<file path="src/rtl/encoder4to2_seq.sv">
// ---------------------------------------------------------------------------
// encoder4to2_seq
//
// Sequential 4-to-2 priority encoder. Request pulses on four lines are
// latched into a pending register; the highest-priority pending line is
// presented as a 2-bit code on a registered valid/ready output port. The
// code can drive decoder2to4_struct to regenerate the one-hot line.
//
// Parameters:
//   HIGH_FIRST    1: bit 3 has highest priority, 0: bit 0 has highest priority
//
// Ports:
//   clk_i         system clock, rising edge
//   rst_ni        asynchronous reset, active low
//   req_i         request pulses, any number may be high in a cycle
//   clr_overrun_i synchronous clear of the overrun flag
//   out_ready_i   consumer accepts out_code_o this cycle
//   out_valid_o   out_code_o holds a valid grant
//   out_code_o    binary index of the granted line
//   out_multi_o   other requests were still pending when this grant was taken
//   overrun_o     sticky: a request hit a line that was already pending
//   idle_o        nothing pending and no valid output
// ---------------------------------------------------------------------------
module encoder4to2_seq #(
    parameter bit HIGH_FIRST = 1'b1
) (
    input  logic       clk_i,
    input  logic       rst_ni,
    input  logic [3:0] req_i,
    input  logic       clr_overrun_i,
    input  logic       out_ready_i,
    output logic       out_valid_o,
    output logic [1:0] out_code_o,
    output logic       out_multi_o,
    output logic       overrun_o,
    output logic       idle_o
);

    logic [3:0] pending_q, pending_d;
    logic       out_valid_q, out_valid_d;
    logic [1:0] out_code_q, out_code_d;
    logic       out_multi_q, out_multi_d;
    logic       overrun_q, overrun_d;

    logic       load;
    logic       any_pending;
    logic       many_pending;
    logic [1:0] sel_idx;
    logic [3:0] grant_mask;
    logic       overrun_set;

    // The output register may take a new grant when empty or being drained.
    assign load         = !out_valid_q || out_ready_i;
    assign any_pending  = |pending_q;
    // More than one bit set: clearing the lowest set bit leaves something.
    assign many_pending = |(pending_q & (pending_q - 4'd1));

    // Priority select on the registered pending vector only; the last match
    // in scan order wins, so scan from lowest to highest priority.
    always_comb begin
        sel_idx = 2'd0;
        if (HIGH_FIRST) begin
            for (int i = 0; i < 4; i++) begin
                if (pending_q[i]) begin
                    sel_idx = 2'(i);
                end
            end
        end else begin
            for (int i = 3; i >= 0; i--) begin
                if (pending_q[i]) begin
                    sel_idx = 2'(i);
                end
            end
        end
    end

    assign grant_mask = (load && any_pending) ? (4'b0001 << sel_idx) : 4'b0000;

    // A request on the line being granted this cycle is re-queued, and does
    // not count as an overrun because the old request is leaving.
    assign pending_d   = (pending_q & ~grant_mask) | req_i;
    assign overrun_set = |(req_i & pending_q & ~grant_mask);

    always_comb begin
        out_valid_d = out_valid_q;
        out_code_d  = out_code_q;
        out_multi_d = out_multi_q;
        if (load) begin
            if (any_pending) begin
                out_valid_d = 1'b1;
                out_code_d  = sel_idx;
                out_multi_d = many_pending;
            end else begin
                // Code and multi keep their last values so the bus never goes X.
                out_valid_d = 1'b0;
            end
        end
    end

    // Set has priority over clear.
    always_comb begin
        overrun_d = overrun_q;
        if (overrun_set) begin
            overrun_d = 1'b1;
        end else if (clr_overrun_i) begin
            overrun_d = 1'b0;
        end
    end

    always_ff @(posedge clk_i or negedge rst_ni) begin
        if (!rst_ni) begin
            pending_q   <= 4'b0000;
            out_valid_q <= 1'b0;
            out_code_q  <= 2'b00;
            out_multi_q <= 1'b0;
            overrun_q   <= 1'b0;
        end else begin
            pending_q   <= pending_d;
            out_valid_q <= out_valid_d;
            out_code_q  <= out_code_d;
            out_multi_q <= out_multi_d;
            overrun_q   <= overrun_d;
        end
    end

    assign out_valid_o = out_valid_q;
    assign out_code_o  = out_code_q;
    assign out_multi_o = out_multi_q;
    assign overrun_o   = overrun_q;
    assign idle_o      = !any_pending && !out_valid_q;

endmodule

</file>
<file path="config.mk">
export PLATFORM = sky130hd
export DESIGN_NAME = encoder4to2_seq
export DESIGN_NICKNAME = d
export VERILOG_FILES = /design/src/rtl/encoder4to2_seq.sv
export SDC_FILE = /design/constraint.sdc
export NUM_CORES = 1
export LEC_CHECK = 0
export CAP_MARGIN = 20
export CORE_AREA = 2 2 39 41
export CTS_CLUSTER_SIZE = 40
export DETAILED_ROUTE_END_ITERATION = 12
export DIE_AREA = 0 0 41 43
export MAX_ROUTING_LAYER = met4
export PLACE_DENSITY = 0.74
export SETUP_SLACK_MARGIN = 0.4
export SKIP_LAST_GASP = 1
export SLEW_MARGIN = 40
export SYNTH_ARGS = -nofsm -noshare
export SYNTH_HDL_FRONTEND = slang
export SYNTH_SLANG_ARGS = --single-unit
export TNS_END_PERCENT = 20
</file>
<file path="constraint.sdc">
create_clock -name clk_i -period 1.3 [get_ports clk_i]
set_input_delay 0.26 -clock clk_i [delete_from_list [all_inputs] [get_ports clk_i]]
set_output_delay 0.26 -clock clk_i [all_outputs]
set_load 0.1 [all_outputs]
</file>
==> results of run 1 <==
[final cells by class]
cell class              instances  area, um^2  share of cell area [%]
clock buffers                   4       26.28                   3.266
inverters                       2       7.507                  0.9331
multi-input cells              33       262.8                   32.66
flip-flops and latches          9       230.2                   28.62
well taps                      16       20.02                   2.488
repair buffers                 21       257.7                   32.04
[sequential cells by signal (all words and copies together), names as in the netlist]
signal,count
out_code_o,2
out_multi_o,1
out_valid_o,1
overrun_o,1
pending_q,4
[power breakdown]
part | total (uW) | switching [uW] | internal (uW)
Combinational | 198 | 113 | 84.2
Sequential | 307 | 13.9 | 293
Clock | 215 | 97.1 | 118
Total | 720 | 224 | 496
[metrics by stage]
step           area, um^2  hold WS [ns]
3_3_place_gp        733.2        0.5646
3_5_place_dp        733.2        0.5639
2_1_floorplan       516.7      -0.03559
4_1_cts             787.0        0.3070
6_report            804.5        0.3019
5_1_grt             804.5        0.3286
[layer usage]
| metal | GRT usage [%] | wire, um | up-vias |
|---|---|---|---|
| met2 | 21.25 | 593 | 18 |
| met3 | 4.712 | 66 | 0 |
| met1 | 19.80 | 496 | 207 |
| met4 | 6.000 | 0 | 0 |
| li1 | - | - | 214 |
| met5 | - | 0 | - |
[worst max-delay path, delay by kind of cell, from the launching register on]
kind	cells	cell delay, ns
simple gates	2	0.45
flops	1	0.39
buf+inv	1	0.22
[cell usage after synthesis, drive strengths merged]
master   instances  share of area (%)
dfrtp            9                 46
o22ai            1                1.3
nor2             4                3.1
o211ai           1                1.5
a21oi            1                1.0
o21bai           1                1.5
a32oi            1                1.8
a21o             1                1.8
nor4             1                1.3
inv              2                1.5
o311ai           1                5.4
or2              1                1.3
nand2            4                3.1
o2111ai          1                1.8
nand4b           1                1.8
nand2b           3                3.9
buf              4                7.2
o31ai            1                1.5
nor2b            2                2.6
nor3             1                1.0
xor2             1                1.8
o311a            1                2.1
o21ai            5                5.2
[repair_timing]
| item | in CTS | in global routing |
|---|---|---|
| pin swaps | 3 | 2 |
| endpoints found under the setup margin | 15 | 15 |
| gates cloned | 0 | 0 |
| hold buffers | 0 | 0 |
| setup buffers | 1 | 1 |
| resized for setup | 4 | 2 |
[logic make-up (layout without fill, tap and decap cells)]
| kind of cell | after synthesis | in the layout | synth area share (%) |
|---|---|---|---|
| xor gates and xnor gates | 1 | 1 | 1.804 |
| AOI/OAI and AO/OA | 15 | 15 | 25.00 |
| buffers and inverters | 6 | 27 | 8.763 |
| and+or+nand+nor | 17 | 17 | 18.04 |
| DFF | 9 | 9 | 46.39 |
[worst max-delay path by stage]
stage / to / slack (ns) / depth (start not counted)
after global routing: idle_o / -0.32 / 3
after detailed placement: overrun_o$_DFFE_PN0P_ / -0.14 / 4
after global placement: overrun_o$_DFFE_PN0P_ / -0.09 / 4
final: idle_o / -0.29 / 3
after CTS: idle_o / -0.29 / 3
after floorplan: idle_o / -0.82 / 4
==> metrics.yaml, run 1 <==
status:
  status: "finished, violations left"
  violations: "setup timing"
hold_path:
  hold_class: "primary input to async pin"
yosys:
  yosys_warnings: 0
  syn_nets: 56
  ys_ff_latch: 9
  syn_inst: 48
  avgSynthCellArea_um2: 10.11
  ys_types: 26
  seq_area_frac_synth_pct: 46.39
  syn_area_um2: 485.5
setup_path:
  crit_start: "pending_q[2]$_DFF_PN0_"
  r2r-end: "overrun_o$_DFFE_PN0P_"
  cp_cell_sequence: "or2_4 > nor4_4 > buf_12"
  cpPeakStageDelay_ns: 0.39
  crit_type: "flop to output pin"
  r2r_setup_slack_ns: -0.21
  r2r_cells: 6
  cp_max_fo: 2
  setup.worst_path.end_class: "output pin"
  r2r-start: "pending_q[2]$_DFF_PN0_"
  critPathLaunchType: "flop"
  cp.required_ns: 1.04
  slowest_stage: "dfrtp_1"
  worstPathArrival_ns: 1.33
sta:
  fmax_ghz: 0.6298
  max_slew_margin_pct: 71.71
  finalSetupViolCount: 4
  layout_setup_ws_ns: -0.2879
  setup_tns_ns: -0.7392
  timing.final.crit_share_pct: 122.1
  drv_slew: 0
  period_needed_ns: 1.588
  rsz0062_at_grt: "true"
  tightest_slew_ns: 0.4230
  fin_worst_skew_ns: 0.003749
  hold_viol: 0
floorplanning:
  initial_core_util_pct: 35.08
  dieArea_um2: 1763
  io_pins: 14
  rows: 14
  die_y_um: 43
  core_region_area_um2: 1384
  die_x_um: 41
power:
  power_leakage_uw: 0.0003378
  ir_worst_vdd_uv: 507.7
  power_density_nw_per_um2: 895.3
  finalPower_uw: 720.3
global_route:
  grt_pass1_vias: 371
  grt_max_degree: 13
  grt-ovfl-total: 0
  grt_usage_pct: 15.12
  grt_pass1_wl_mm: 1.690
  antenna_found_initial: 0
cts:
  cts_root_buf: "clkbuf_4"
  clock_sinks: 9
  clk_pin_slew_ns: 0.06
  clk_path_buf_depth: 2
  htreeDepth: 1
  clkLatencyLatePin_ns: 0.26
  cts_made_buffers: 3
  cts_tree: "yes"
place:
  place_ws_ns: -0.1399
  gp_congestion: 0.7270
  port_buffers: 13
  dpl.cell_count: 79
  dp_hpwl_um: 768.4
flow_run:
  cap_violations: 0
final_layout:
  final_nets: 78
  fin_util_pct: 58.14
  layout.cells.non_filler: 85
  syn_to_final_growth_pct: 65.72
  diodes: 0
  final_cell_mix: "7 x clkdlybuf4s50_1, 7 x dfrtp_1, 6 x buf_12, 6 x buf_4"
  n_fill_cell: 107
  drive_gt1_share_pct: 37.68
drt:
  drt-total-wl_mm: 1.157
  via_per_inst: 5.165
  detail-route-antenna-nets: 0
  wl_per_cell_um: 13.61
  drc: 0
  dr.pass1.iters: 4
  vias: 439
  drt_iter0_drc: 12
(Power assumes the default switching activity.)
==> run 2, diff against run 1 <==
Settings changed: GPL_ROUTABILITY_DRIVEN set to 0, MAX_ROUTING_LAYER met4 to not set.
==> run 2 against run 1 <==
- the run still ends with setup timing left
- utilization stayed put
- maximum frequency shrank 0.17%
- combinational power hardly changed
- critical endpoint unchanged
- worst setup slack got worse by 0.0027 ns
==> metrics.yaml, run 2 (synthesized netlist as in run 1, its figures left out) <==
place:
  port_buffers: 13  # unchanged
  dp_hpwl_um: 768.4  # unchanged
drt:
  via_per_inst: 5.106  # was 5.165
  vias: 434  # was 439
  detail-route-antenna-nets: 0  # unchanged
  drt_iter0_drc: 8  # was 12
  wl_per_cell_um: 13.38  # was 13.61 um
  drc: 0  # unchanged
  drt-total-wl_mm: 1.137  # was 1.157 mm
  dr.pass1.iters: 4  # unchanged
power:
  power_density_nw_per_um2: 894.3  # was 895.3 nW/um^2
  ir_worst_vdd_uv: 505.4  # was 507.7 uV
  power_leakage_uw: 0.0003378  # unchanged
cts:
  htreeDepth: 1  # unchanged
  clock_sinks: 9  # unchanged
  cts_tree: "yes"  # unchanged
  clk_path_buf_depth: 2  # unchanged
  cts_root_buf: "clkbuf_4"  # unchanged
  cts_made_buffers: 3  # unchanged
  clkLatencyLatePin_ns: 0.26  # about the same
  clk_pin_slew_ns: 0.06  # about the same
final_layout:
  syn_to_final_growth_pct: 65.72  # unchanged
  multi_input_area_um2: 262.8  # unchanged
  n_fill_cell: 107  # unchanged
  largest_reg_flops: 4  # unchanged
  diodes: 0  # unchanged
  top_register: "pending_q"  # unchanged
  drive_gt1_share_pct: 37.68  # unchanged
  final_nets: 78  # unchanged
  final_cell_mix: "7 x clkdlybuf4s50_1, 7 x dfrtp_1, 6 x buf_12, 6 x buf_4"  # unchanged
  ff_latch_area_um2: 230.2  # unchanged
  fin_util_pct: 58.14  # unchanged
global_route:
  grt_use_met1_pct: 19.80  # unchanged
  grt_use_met3_pct: 4.712  # unchanged
  grt_pass1_vias: 368  # was 371
  grt-ovfl-total: 0  # unchanged
  grt_pass1_wl_mm: 1.683  # was 1.690 mm
  grt_max_degree: 13  # unchanged
  antenna_found_initial: 0  # unchanged
  busiest_layer: "met2"  # unchanged
  grt_usage_pct: 14.75  # was 15.12%
  grt_use_met2_pct: 21.25  # unchanged
setup_path:
  r2r_cells: 6  # unchanged
  crit_type: "flop to output pin"  # unchanged
  critPathLaunchType: "flop"  # unchanged
  setup.worst_path.end_class: "output pin"  # unchanged
  r2r_setup_slack_ns: -0.21  # about the same
  cp_max_fo: 2  # unchanged
  cp.required_ns: 1.04  # about the same
  worstPathArrival_ns: 1.33  # about the same
floorplanning:
  io_pins: 14  # unchanged
  dieArea_um2: 1763  # unchanged
  core_region_area_um2: 1384  # unchanged
  die_x_um: 41  # unchanged
  initial_core_util_pct: 35.08  # unchanged
  die_y_um: 43  # unchanged
  rows: 14  # unchanged
hold_path:
  hold_class: "primary input to async pin"  # unchanged
sta:
  hold_viol: 0  # unchanged
  timing.final.crit_share_pct: 122.3  # was 122.1%
  tightest_slew_ns: 0.4080  # was 0.4230 ns
  drv_slew: 0  # unchanged
  period_needed_ns: 1.591  # was 1.588 ns
  setup_tns_ns: -0.7508  # was -0.7392 ns
  finalSetupViolCount: 4  # unchanged
  max_slew_margin_pct: 72.71  # was 71.71%
  fmax_ghz: 0.6287  # was 0.6298 GHz
  layout_setup_ws_ns: -0.2905  # was -0.2879 ns
  fin_worst_skew_ns: 0.003120  # was 0.003749 ns
  rsz0062_at_grt: "true"  # unchanged
status:
  status: "finished, violations left"  # unchanged
  violations: "setup timing"  # unchanged
flow_run:
  cap_violations: 0  # unchanged
## run 2: area by class of cell
cell class | count | share of cell area (%)
clock buffer | 4 | 3.266
tap | 16 | 2.488
sequential | 9 | 28.62
timing repair buffer | 21 | 32.04
inverter | 2 | 0.9331
multi-input combinational | 33 | 32.66
## run 2: through the flow
stage	instances	area (um^2)	hold slack (ns)	power (uW)	worst slack, ns
global placement	79	733.2	0.5646	496.3	-0.09473
detailed placement	79	733.2	0.5639	498.5	-0.1399
global route	85	804.5	0.3284	747.4	-0.3206
finish	85	804.5	0.2959	719.4	-0.2905
CTS	84	787.0	0.3070	718.0	-0.2911
floorplan	48	516.7	-0.03559	421.5	-0.8234
## run 2: power by group
| part | switching [uW] | total, uW | internal (uW) |
|---|---|---|---|
| clock network | 96.5 | 215 | 118 |
| logic | 113 | 197 | 84.2 |
| registers | 13.8 | 307 | 293 |
| total | 224 | 719 | 496 |
## run 2: path summary, 6_finish.rpt
kind                                           startpoint                   endpoint
worst min-delay path                               rst_ni     pending_q[2]$_DFF_PN0_
worst min register to register  out_code_o[1]$_DFFE_PN0N_  out_code_o[1]$_DFFE_PN0N_
max in group asynchronous                          rst_ni    out_valid_o$_DFFE_PN0P_
min in group clk_i              out_code_o[1]$_DFFE_PN0N_  out_code_o[1]$_DFFE_PN0N_
worst max register to register     pending_q[2]$_DFF_PN0_      overrun_o$_DFFE_PN0P_
worst max-delay path               pending_q[2]$_DFF_PN0_                     idle_o
## run 2: per-layer routing
metal | part of all wire, % | wire length (um)
met3 | 4.6 | 52
met4 | 0 | 0
met5 | 0 | 0
met2 | 52 | 586
met1 | 44 | 497
## run 2: worst max-delay path: stages, from the launching register on
cell and delay [ns]:
dfrtp_1 0.40, or2_4 0.25, nor4_4 0.20, buf_12 0.22
## run 2: what timing repair did
| action | CTS | global route |
|---|---|---|
| pin swaps | 3 | 2 |
| hold buffers | 0 | 0 |
| resized for setup | 4 | 2 |
| buffers inserted | 1 | 1 |
| endpoints found under the setup margin | 15 | 15 |
==> run 3, diff against run 2 <==
--- a/config.mk
+++ b/config.mk
@@ -12,3 +12,2 @@
 export DIE_AREA = 0 0 41 43
-export GPL_ROUTABILITY_DRIVEN = 0
 export PLACE_DENSITY = 0.74
--- a/constraint.sdc
+++ b/constraint.sdc
@@ -3,2 +3,2 @@
 set_output_delay 0.26 -clock clk_i [all_outputs]
-set_load 0.1 [all_outputs]
+set_load 0.05 [all_outputs]
==> run 3 against run 2 <==
- the run still ends with setup timing left
- final cell count did not move
- worst setup slack improved by 0.048 ns
- first-iteration DRC count fell by 50%
- wire length fell by 1.3%
- sequential share of layout area rose by 0.29 points
- critical path depth did not move
- worst hold slack got worse by 0.0094 ns
- critical path type unchanged
- largest power group unchanged
==> metrics.yaml, run 3 (synthesized netlist as in run 1, its figures left out) <==
drt:
  dr.pass1.iters: 4  # unchanged
  wl_per_cell_um: 13.20  # was 13.38 um
  detail-route-antenna-nets: 0  # unchanged
  top_layer_used: "met4"  # was met3
  drc: 0  # unchanged
  met2WireLength_um: 536  # was 586 um
  met3_length_um: 51  # was 52 um
  drt_iter0_drc: 4  # was 8
  met1_length_um: 502  # was 497 um
  via_per_inst: 5.306  # was 5.106
  drt-total-wl_mm: 1.122  # was 1.137 mm
  vias: 451  # was 434
status:
  violations: "setup timing"  # unchanged
  status: "finished, violations left"  # unchanged
hold_path:
  hold_class: "primary input to async pin"  # unchanged
global_route:
  grt_pass1_vias: 405  # was 368
  grt-ovfl-total: 0  # unchanged
  grt_usage_pct: 15.21  # was 14.75%
  antenna_found_initial: 0  # unchanged
  grt_pass1_wl_mm: 1.794  # was 1.683 mm
  grt_max_degree: 13  # unchanged
place:
  dp_hpwl_um: 806.1  # was 768.4 um
  dpl.cell_count: 78  # was 79
  gp_congestion: 0.7524
  port_buffers: 13  # unchanged
  placed_area_um2: 721.9  # was 733.2 um^2
cts:
  cts_tree: "yes"  # unchanged
  cts_root_buf: "clkbuf_4"  # unchanged
  cts_hold_buf: 0  # unchanged
  clk_path_buf_depth: 2  # unchanged
  htreeDepth: 1  # unchanged
  cts_made_buffers: 3  # unchanged
  clock_sinks: 9  # unchanged
  clkLatencyLatePin_ns: 0.27  # was 0.26 ns
  clk_pin_slew_ns: 0.07  # was 0.06 ns
setup_path:
  r2r_cells: 5  # was 6
  r2r_setup_slack_ns: -0.09  # was -0.21 ns
  cp_cell_sequence: "or2_4 > nor4_4 > buf_12"  # unchanged
  critPathLaunchType: "flop"  # unchanged
  r2r-end: "overrun_o$_DFFE_PN0P_"  # unchanged
  worstPathArrival_ns: 1.28  # was 1.33 ns
  crit_type: "flop to output pin"  # unchanged
  r2r-start: "pending_q[2]$_DFF_PN0_"  # unchanged
  setup.worst_path.end_class: "output pin"  # unchanged
  slowest_stage: "dfrtp_1"  # unchanged
  cp.required_ns: 1.04  # about the same
  cpPeakStageDelay_ns: 0.38  # was 0.40 ns
  cp_max_fo: 2  # unchanged
sta:
  timing.final.crit_share_pct: 118.7  # was 122.3%
  layout_setup_ws_ns: -0.2427  # was -0.2905 ns
  period_needed_ns: 1.543  # was 1.591 ns
  tightest_slew_ns: 0.4253  # was 0.4080 ns
  drv_slew: 0  # unchanged
  max_slew_margin_pct: 71.55  # was 72.71%
  fmax_ghz: 0.6482  # was 0.6287 GHz
  fin_worst_skew_ns: 0.008554  # was 0.003120 ns
  setup_tns_ns: -0.4052  # was -0.7508 ns
  rsz0062_at_grt: "true"  # unchanged
  holdWs_ns: 0.2865  # was 0.2959 ns
  finalSetupViolCount: 4  # unchanged
  hold_viol: 0  # unchanged
flow_run:
  cap_violations: 0  # unchanged
final_layout:
  largest_reg_flops: 4  # unchanged
  n_fill_cell: 122  # was 107
  top_register: "pending_q"  # unchanged
  drive_gt1_share_pct: 40.58  # was 37.68%
  syn_to_final_growth_pct: 63.14  # was 65.72%
  layout.cells.non_filler: 85  # unchanged
  final_cell_mix: "7 x clkdlybuf4s50_1, 7 x buf_4, 6 x dfrtp_1, 6 x buf_12"  # was 7 x clkdlybuf4s50_1, 7 x dfrtp_1, 6 x buf_12, 6 x buf_4
  finish.instance_area_um2: 792.0  # was 804.5 um^2
  final_nets: 78  # unchanged
  diodes: 0  # unchanged
floorplanning:
  io_pins: 14  # unchanged
  rows: 14  # unchanged
  dieArea_um2: 1763  # unchanged
  die_x_um: 41  # unchanged
  core_region_area_um2: 1384  # unchanged
  die_y_um: 43  # unchanged
  initial_core_util_pct: 35.08  # unchanged
power:
  power_leakage_uw: 0.0003366  # was 0.0003378 uW
  power_density_nw_per_um2: 879.5  # was 894.3 nW/um^2
  ir_worst_vdd_uv: 508.3  # was 505.4 uV
  finalPower_uw: 696.6  # was 719.4 uW
## run 3: area by class of cell
class,instances,area [um^2],area share (%)
clock buffers,3,22.52,2.844
clock inverters,1,5.005,0.6319
inverters,2,7.507,0.9479
multi-input cells,33,254.0,32.07
flip-flops and latches,9,229.0,28.91
well taps,16,20.02,2.528
repair buffers,21,254.0,32.07
## run 3: critical path: cells and delay by family, from the launching register on
| family | cells | cell delay [ns] |
|---|---|---|
| AND/OR/NAND/NOR | 2 | 0.46 |
| buffers and inverters | 1 | 0.18 |
| flip-flops | 1 | 0.38 |
## run 3: metal layers
metal	track usage, %	vias up
li1	-	215
met1	20.60	216
met2	20.94	15
met3	3.141	5
met4	10.00	0
met5	0	-
## run 3: worst max-delay path by stage
stage                                       end              startpoint  cells after the start  slack, ns
after floorplan                          idle_o  pending_q[3]$_DFF_PN0_                      4      -0.31
after global placement    overrun_o$_DFFE_PN0P_             out_ready_i                      4       -0.1
after detailed placement  overrun_o$_DFFE_PN0P_             out_ready_i                      4      -0.17
after CTS                                idle_o  pending_q[2]$_DFF_PN0_                      3      -0.24
after global routing                     idle_o  pending_q[2]$_DFF_PN0_                      3      -0.30
final                                    idle_o  pending_q[2]$_DFF_PN0_                      3      -0.24
## run 3: per-stage QoR
stage,setup WS (ns),utilization [%]
after floorplan,-0.3119,-
after global placement,-0.09577,52.17
after detailed placement,-0.1726,52.17
after CTS,-0.2408,55.24
after global routing,-0.2957,57.23
final,-0.2427,57.23
## run 3: what timing repair did
item,CTS,global route
resized for setup,4,4
setup endpoints to repair,15,15
pin swaps,1,1
buffers inserted,0,3
hold endpoints to repair,0,0
## run 3: power breakdown
group,switching [uW],internal [uW]
sequential,13.2,293
combinational,79.8,83.1
clock,113,114
